===== src/rtl/arc4_phase_ctrl.sv =====
// ARC4 phase sequencer: runs init -> ksa -> prga over en/rdy handshakes and owns the S-memory port.
// Optional run-length counter on cycle_count when ARC4_CYCLE_COUNT_EN is defined.
module arc4_phase_ctrl #(
    parameter int ADDR_W         = 8,
    parameter int DATA_W         = 8,
    parameter int TIMEOUT_CYCLES = 2048
) (
    input  logic              clk,
    input  logic              rst,
    input  logic              en,
    output logic              rdy,
    output logic              done,
    output logic              err,
    output logic [1:0]        phase,
    output logic              init_en,
    output logic              ksa_en,
    output logic              prga_en,
    input  logic              init_rdy,
    input  logic              ksa_rdy,
    input  logic              prga_rdy,
    input  logic [ADDR_W-1:0] init_addr,
    input  logic [ADDR_W-1:0] ksa_addr,
    input  logic [ADDR_W-1:0] prga_addr,
    input  logic [DATA_W-1:0] init_wrdata,
    input  logic [DATA_W-1:0] ksa_wrdata,
    input  logic [DATA_W-1:0] prga_wrdata,
    input  logic              init_wren,
    input  logic              ksa_wren,
    input  logic              prga_wren,
    output logic [ADDR_W-1:0] s_addr,
    output logic [DATA_W-1:0] s_wrdata,
    output logic              s_wren,
    output logic [31:0]       cycle_count
);

    typedef enum logic [3:0] {
        S_IDLE,
        S_INIT_START,
        S_INIT_WAIT,
        S_KSA_START,
        S_KSA_WAIT,
        S_PRGA_START,
        S_PRGA_WAIT,
        S_DONE,
        S_ERR
    } state_t;

    localparam int WD_W = $clog2(TIMEOUT_CYCLES) + 1;

    state_t          state;
    state_t          state_next;
    logic [WD_W-1:0] wd;
    logic            wd_active;
    logic            timeout;
    logic            past_first;

    assign wd_active  = (state != S_IDLE) && (state != S_DONE) && (state != S_ERR);
    assign timeout    = (wd == WD_W'(TIMEOUT_CYCLES - 1));
    // The watchdog is zero only in the first cycle of a state, which masks stale rdy on WAIT entry.
    assign past_first = (wd != '0);

    // NOTE: sequential state uses non-blocking assignments so every flop samples pre-edge values.
    always_ff @(posedge clk or posedge rst) begin
        if (rst) begin
            state <= S_IDLE;
            wd    <= '0;
        end else begin
            state <= state_next;
            if (state_next != state || !wd_active)
                wd <= '0;
            else
                wd <= wd + 1'b1;
        end
    end

    // NOTE: every combinational output gets a default first so no latch is inferred.
    always_comb begin
        state_next = state;
        case (state)
            S_IDLE:       if (en) state_next = S_INIT_START;
            S_INIT_START: if (init_rdy) state_next = S_INIT_WAIT;
                          else if (timeout) state_next = S_ERR;
            S_INIT_WAIT:  if (past_first && init_rdy) state_next = S_KSA_START;
                          else if (timeout) state_next = S_ERR;
            S_KSA_START:  if (ksa_rdy) state_next = S_KSA_WAIT;
                          else if (timeout) state_next = S_ERR;
            S_KSA_WAIT:   if (past_first && ksa_rdy) state_next = S_PRGA_START;
                          else if (timeout) state_next = S_ERR;
            S_PRGA_START: if (prga_rdy) state_next = S_PRGA_WAIT;
                          else if (timeout) state_next = S_ERR;
            S_PRGA_WAIT:  if (past_first && prga_rdy) state_next = S_DONE;
                          else if (timeout) state_next = S_ERR;
            S_DONE:       state_next = S_IDLE;
            S_ERR:        if (en) state_next = S_INIT_START;
            default:      state_next = S_IDLE;
        endcase
    end

    always_comb begin
        rdy      = (state == S_IDLE) || (state == S_ERR);
        done     = (state == S_DONE);
        err      = (state == S_ERR);
        init_en  = (state == S_INIT_START) && init_rdy;
        ksa_en   = (state == S_KSA_START) && ksa_rdy;
        prga_en  = (state == S_PRGA_START) && prga_rdy;
        phase    = 2'd0;
        s_addr   = '0;
        s_wrdata = '0;
        s_wren   = 1'b0;
        case (state)
            S_INIT_START, S_INIT_WAIT: phase = 2'd1;
            S_KSA_START,  S_KSA_WAIT:  phase = 2'd2;
            S_PRGA_START, S_PRGA_WAIT: phase = 2'd3;
            default:                   phase = 2'd0;
        endcase
        // Ownership follows the phase, so a non-owner's write enable never reaches memory.
        case (phase)
            2'd1: begin s_addr = init_addr; s_wrdata = init_wrdata; s_wren = init_wren; end
            2'd2: begin s_addr = ksa_addr;  s_wrdata = ksa_wrdata;  s_wren = ksa_wren;  end
            2'd3: begin s_addr = prga_addr; s_wrdata = prga_wrdata; s_wren = prga_wren; end
            default: ;
        endcase
    end

`ifdef ARC4_CYCLE_COUNT_EN
    logic [31:0] run_cnt;
    logic [31:0] run_cnt_inc;

    assign run_cnt_inc = (run_cnt == 32'hFFFF_FFFF) ? run_cnt : run_cnt + 32'd1;

    always_ff @(posedge clk or posedge rst) begin
        if (rst) begin
            run_cnt     <= '0;
            cycle_count <= '0;
        end else begin
            if ((state == S_IDLE || state == S_ERR) && state_next == S_INIT_START)
                run_cnt <= '0;
            else if (state != S_IDLE)
                run_cnt <= run_cnt_inc;
            // Latched value includes the final PRGA_WAIT cycle being counted this edge.
            if (state_next == S_DONE && state != S_DONE)
                cycle_count <= run_cnt_inc;
        end
    end
`else
    assign cycle_count = '0;
`endif

endmodule


===== config.mk =====
export PLATFORM = sky130hd
export DESIGN_NAME = arc4_phase_ctrl
export DESIGN_NICKNAME = d
export VERILOG_FILES = /design/src/rtl/arc4_phase_ctrl.sv
export SDC_FILE = /design/constraint.sdc
export NUM_CORES = 1
export LEC_CHECK = 0
export CORE_ASPECT_RATIO = 0.5
export CORE_MARGIN = 8
export CORE_UTILIZATION = 39
export DETAILED_ROUTE_END_ITERATION = 7
export HOLD_SLACK_MARGIN = 0.03
export MAX_ROUTING_LAYER = met4
export PLACE_DENSITY_LB_ADDON = 0.3
export SKIP_CTS_REPAIR_TIMING = 1
export SYNTH_ARGS = -nofsm -noshare
export SYNTH_HDL_FRONTEND = slang
export SYNTH_SLANG_ARGS = --single-unit

===== constraint.sdc =====
create_clock -name clk -period 5.9 [get_ports clk]
set_clock_uncertainty 0.1 [all_clocks]
set_input_delay 1.18 -clock clk [delete_from_list [all_inputs] [get_ports clk]]
set_output_delay 1.18 -clock clk [all_outputs]
set_load 0.03 [all_outputs]

==> results of run 1 <==
==> sequential cells by signal, indices dropped and copies added (netlist names) <==
signal,flops
state,4
wd,12
==> layout make-up <==
| type | count | area share |
|---|---|---|
| Multi-Input combinational cell | 188 | 0.4465 |
| Tap cell | 57 | 0.02879 |
| Inverter | 5 | 0.007576 |
| Timing Repair Buffer | 83 | 0.3333 |
| Sequential cell | 16 | 0.1616 |
| Clock buffer | 4 | 0.02222 |
==> critical path, delay by kind of cell (launching register included) <==
family                 cells  cell delay [ns]
and+or+nand+nor            4             1.08
muxes                      1             0.29
buffers and inverters      1             0.70
DFF                        1             0.52
==> worst paths after layout <==
kind,startpoint,end,slack [ns],cells past startpoint
max reg2reg,state[3]$_DFF_PP0_,wd[11]$_DFF_PP0_,3.58,5
max in group asynchronous,rst,state[0]$_DFF_PP0_,4.13,2
max,state[1]$_DFF_PP0_,s_wrdata[2],1.78,6
min reg2reg,wd[0]$_DFF_PP0_,wd[0]$_DFF_PP0_,0.43,1
min,wd[0]$_DFF_PP0_,wd[0]$_DFF_PP0_,0.43,1
min in group asynchronous,rst,wd[10]$_DFF_PP0_,1.19,2
==> per-layer routing <==
metal | global-route usage | part of all wire
met5 | - | 0
met3 | 0.06481 | 0.11
met4 | 0.06344 | 0.020
met1 | 0.1513 | 0.37
met2 | 0.2683 | 0.50
==> cells in the mapped netlist (all sizes together) <==
cell / instances / area share
a31oi: 3 / 0.020
ha: 2 / 0.015
a311oi: 1 / 0.0051
a41o: 1 / 0.0059
nor2b: 4 / 0.015
a2111o: 1 / 0.0066
conb: 1 / 0.0022
nor3b: 2 / 0.015
nand3: 7 / 0.023
mux2i: 2 / 0.012
nand2: 43 / 0.099
mux2: 1 / 0.0066
and4: 2 / 0.012
or3: 2 / 0.0073
a22oi: 18 / 0.079
o22ai: 2 / 0.0073
or4: 1 / 0.0066
a221o: 1 / 0.0059
nor3: 12 / 0.047
a2111oi: 1 / 0.0051
dfrtp: 16 / 0.23
a2bb2oi: 1 / 0.0051
or2: 2 / 0.0073
xnor2: 2 / 0.010
clkbuf: 2 / 0.0044
nand2b: 4 / 0.015
a21boi: 2 / 0.0088
nor4b: 1 / 0.0088
buf: 39 / 0.17
nor4: 1 / 0.0037
o21ai: 2 / 0.0059
inv: 5 / 0.011
nand4bb: 1 / 0.0066
nor2: 16 / 0.037
a21oi: 3 / 0.0088
and3: 2 / 0.0081
nand4: 3 / 0.011
xor2: 9 / 0.046
and2: 1 / 0.0037
==> power by group <==
part | total [W] | switching [W] | internal (W)
Clock | 0.0000954 | 0.0000362 | 0.0000592
Sequential | 0.000163 | 0.0000386 | 0.000125
Combinational | 0.000796 | 0.000478 | 0.000318
==> stage by stage <==
| stage | worst slack, ns | total power [W] | instances | hold WS, ns |
|---|---|---|---|---|
| after floorplan | 2.647 | 0.0007082 | 250 | 0.3791 |
| after global placement | 1.803 | 0.0009570 | 349 | 0.4144 |
| after detailed placement | 1.808 | 0.0009631 | 349 | 0.4124 |
| after CTS | 1.780 | 0.001063 | 353 | 0.4254 |
| after global routing | 1.588 | 0.001119 | 353 | 0.4747 |
| final | 1.782 | 0.001054 | 353 | 0.4257 |
==> cells by family after synthesis <==
kind of cell / after synthesis
AO/OA/AOI/OAI: 36
XOR/XNOR: 11
adder cells (fa/ha/maj): 2
buffers and inverters: 46
flip-flops: 16
multiplexers: 3
other: 1
AND/OR/NAND/NOR: 104
==> impl_metrics.tcl, run 1 <==
set metrics [dict create \
    root_buffer "clkbuf_8" \
    start_util 0.3972 \
    cp_cell_sequence "or2_1 -> mux2_2 -> nor2_2 -> nand2_1 -> nand2_1 -> clkdlybuf4s50_1" \
    yosysUniqueCellTypes 50 \
    routedWlPerCell_um 15.05 \
    hold_path_class "reg -> reg" \
    dpl.hpwl_um 4432 \
    ios 114 \
    status "finished clean" \
    final_common_cell "clkdlybuf4s50_1" \
    critical_path_class "reg -> out" \
    drv_cap 0 \
    syn-cell-area_um2 1707 \
    antenna_found_initial 0 \
    fill_cells 407 \
    totalWireLength_um 5313 \
    cts_made_buffers 3 \
    seq_area_frac_synth 0.2346 \
    ant_nets 0 \
    grt_max_degree 18 \
    slew_headroom 0.5650 \
    grt_pass1_wl_um 8390 \
    final_cell_mix "clkdlybuf4s50_1 (81), nand2_1 (42), conb_1 (32)" \
    fmax_mhz 242.8 \
    yosys_warnings 0 \
    dieWidth_um 109.6 \
    worstPathRequired_ns 4.62 \
    ys_ff_latch 16 \
    overflow 0 \
    synth_top_family_by_area "simple AND/OR/NAND/NOR gates" \
    cts_max_path_buffers 2 \
    synthXorXnorAreaFrac 0.05645 \
    rsz0062_at_grt "false" \
    num-nets-final 356 \
    drc 0 \
    cts_tree "built" \
    grt_pass1_vias 1785 \
    die-height_um 62.78 \
    vias 1765 \
    p_per_area_nw_per_um2 425.6 \
    max-vdd-ir-drop_mv 0.2334 \
    cts_sinks 16 \
    synth_mux_area_frac 0.01833 \
    start_kind "flip-flop" \
    finalCritPeriodShare 0.6980 \
    drive_above_1_share 0.07432 \
    cp.arrival_ns 2.84 \
    drt-initial-drc-count 71 \
    max_stage_delay_ns 0.70 \
    placed_area_um2 2422 \
    port_buffers 81 \
    finalWeightedCongestion 0.8739 \
    viasPerCell 5.000 \
    multi_input_area_um2 1106 \
    area_growth_pct 45.16 \
    core-area_um2 4297 \
    cpMaxStageDelayCell "clkdlybuf4s50_1" \
    rows 17 \
    clk_pin_slew_ns 0.06 \
    final_core_util 0.5766 \
    tightest_slew_ns 0.6518 \
    cp_common_cell "nand2_1" \
    finalSetupViolCount 0 \
    hold_viol 0 \
    final_area_um2 2477 \
    grt_usage 0.1556 \
    syn_avg_cell_area_um2 7.793 \
    final.setup.tns_ns 0 \
    insertion_delay_ns 0.25 \
    leakagePower_nw 1.096 \
    htreeDepth 1 \
    antennaDiodeCount 0 \
    maxSlewViolCount 0 \
    synth-compound-area-share 0.1635 \
    layout_min_cycle_time_ns 4.118 \
    die_area_um2 6877 \
    synthAdderAreaFrac 0.01466 \
    postSynthCellCount 219 \
    path_max_fanout 17 \
    drt-pass1-iter-count 4 \
    seq_area_um2 400.4 \
    yosys.area_share.simple 0.3248 \
    worst_setup_path_end_kind "output pin" \
]
Note: power is estimated with default switching activity, not from simulation.
==> run 2, diff against run 1 <==
--- a/config.mk
+++ b/config.mk
@@ -7,7 +7,7 @@
 export LEC_CHECK = 0
 export CORE_ASPECT_RATIO = 0.5
 export CORE_MARGIN = 8
-export CORE_UTILIZATION = 39
+export CORE_UTILIZATION = 36
 export DETAILED_ROUTE_END_ITERATION = 7
 export HOLD_SLACK_MARGIN = 0.03
 export MAX_ROUTING_LAYER = met4
==> constraint.sdc (replaced) <==
create_clock -name clk -period 4 [get_ports clk]
set_clock_uncertainty 0.1 [all_clocks]
set_input_delay 0.8 -clock clk [delete_from_list [all_inputs] [get_ports clk]]
set_output_delay 0.8 -clock clk [all_outputs]
set_load 0.03 [all_outputs]
==> impl_metrics.tcl, run 2 (synthesized netlist as in run 1, its figures left out) <==
set metrics [dict create \
    grt_max_degree 18 \
    p_total_w 0.001573 \
    drc 0 \
    cp.buffers_inverters 2 \
    comb_power_share 0.755 \
    grt_pass1_vias 1845 \
    ant_nets 0 \
    totalWireLength_um 5589 \
    largestRegisters "wd (12), state (4)" \
    ios 114 \
    p_per_area_nw_per_um2 630.0 \
    core-area_um2 4488 \
    p_int_w 0.0007482 \
    max_stage_delay_ns 0.70 \
    swShare 0.5242 \
    vias 1747 \
    viasPerCell 4.813 \
    hold_viol 0 \
    min-delay-start "wd[0]$_DFF_PP0_" \
    final_cell_mix "clkdlybuf4s50_1 (81), nand2_1 (42), conb_1 (32)" \
    dieWidth_um 113.4 \
    tightest_slew_ns 0.6142 \
    port_buffers 81 \
    insertion_delay_ns 0.25 \
    finalWeightedCongestion 0.8326 \
    cp_cell_sequence "or2_1 -> mux2_2 -> nor2_2 -> buf_4 -> nand2_1 -> nand2_1 -> clkdlybuf4s50_1" \
    htreeDepth 1 \
    routedWlPerCell_um 15.40 \
    status "finished clean" \
    cpMaxStageDelayCell "clkdlybuf4s50_1" \
    fmax_mhz 291.8 \
    rsz0062_at_grt "false" \
    root_buffer "clkbuf_8" \
    power_frac_seq 0.152 \
    cts_max_path_buffers 2 \
    drive_above_1_share 0.07744 \
    drv_cap 0 \
    finalSetupViolCount 0 \
    die-height_um 64.69 \
    maxSlewViolCount 0 \
    finalCritPeriodShare 0.8568 \
    area_growth_pct 46.26 \
    num-nets-final 357 \
    worst_setup_path_end_kind "output pin" \
    die_area_um2 7333 \
    grt_pass1_wl_um 8818 \
    path_max_fanout 17 \
    r2r-start "state[3]$_DFF_PP0_" \
    critical_path_class "reg -> out" \
    p_sw_w 0.0008244 \
    clk_pin_slew_ns 0.06 \
    regMostFlops "wd" \
    final_common_cell "clkdlybuf4s50_1" \
    cp.arrival_ns 2.53 \
    worstPathRequired_ns 3.10 \
    grt_usage 0.1489 \
    cts_made_buffers 3 \
    rows 17 \
    cts_sinks 16 \
    slew_headroom 0.5901 \
    leakagePower_nw 1.101 \
    max-vdd-ir-drop_mv 0.3744 \
    hold_path_class "reg -> reg" \
    dpl.hpwl_um 4591 \
    drt-initial-drc-count 84 \
    layout_min_cycle_time_ns 3.427 \
    antennaDiodeCount 0 \
    critPathTopFamily "buffers and inverters" \
    cp-startpoint "state[1]$_DFF_PP0_" \
    final.setup.tns_ns 0 \
    antenna_found_initial 0 \
    start_util 0.3803 \
    cp_common_cell "nand2_1" \
    overflow 0 \
    drt-pass1-iter-count 4 \
    start_kind "flip-flop" \
    clkPwrFrac 0.093 \
    cts_tree "built" \
    largest_register_ffs 12 \
]
-- run 2: worst reg2reg max path, cell delays in order (launching register included) --
cell and delay, ns:
dfrtp_1 0.66, nand4bb_1 0.22, a2bb2oi_1 0.37, nand2b_1 0.18
a221o_1 0.48, nor3_1 0.13
-- run 2: path summary, 6_finish.rpt --
path	end	slack, ns	cells past startpoint
setup reg to reg	wd[3]$_DFF_PP0_	1.71	5
min in group asynchronous	state[2]$_DFF_PP0_	0.82	2
max in group asynchronous	wd[4]$_DFF_PP0_	2.58	2
setup / recovery	s_addr[1]	0.57	7
hold / removal	wd[0]$_DFF_PP0_	0.43	1
hold reg to reg	wd[0]$_DFF_PP0_	0.43	1
-- run 2: metal layers --
| metal | vias up | global-route usage | routed length (um) |
|---|---|---|---|
| li1 | 853 | - | - |
| met1 | 812 | 0.1506 | 2148 |
| met2 | 74 | 0.2703 | 2812 |
| met3 | 8 | 0.06002 | 555 |
| met4 | 0 | 0.03125 | 73 |
| met5 | - | - | 0 |
-- run 2: stage by stage --
stage          instances  setup WS (ns)  hold WS, ns  utilization  area (um2)
2_1_floorplan        250          1.337       0.3791            -        1823
6_report             363         0.5727       0.4315       0.5562        2496
3_5_place_dp         359         0.6365       0.4253       0.5439        2441
3_3_place_gp         359         0.6609       0.4220       0.5439        2441
4_1_cts              363         0.5473       0.4350       0.5562        2496
5_1_grt              363         0.4491       0.4651       0.5562        2496
-- run 2: layout make-up --
cell class / instances / area (um2)
sequential: 16 / 400.4
tap: 66 / 82.58
fill: 439 / 1992
inverter: 5 / 18.77
timing repair buffer: 84 / 833.3
multi-input combinational: 188 / 1106
clock buffer: 4 / 55.05
-- run 2: power groups by stage --
stage          Sequential (W)  Combinational [W]  Clock [W]
3_5_place_dp         0.000241            0.00119          0
3_3_place_gp         0.000240            0.00119          0
6_report             0.000238            0.00119   0.000147
2_1_floorplan        0.000207           0.000838          0
4_1_cts              0.000238            0.00120   0.000148
5_1_grt              0.000247            0.00127   0.000154
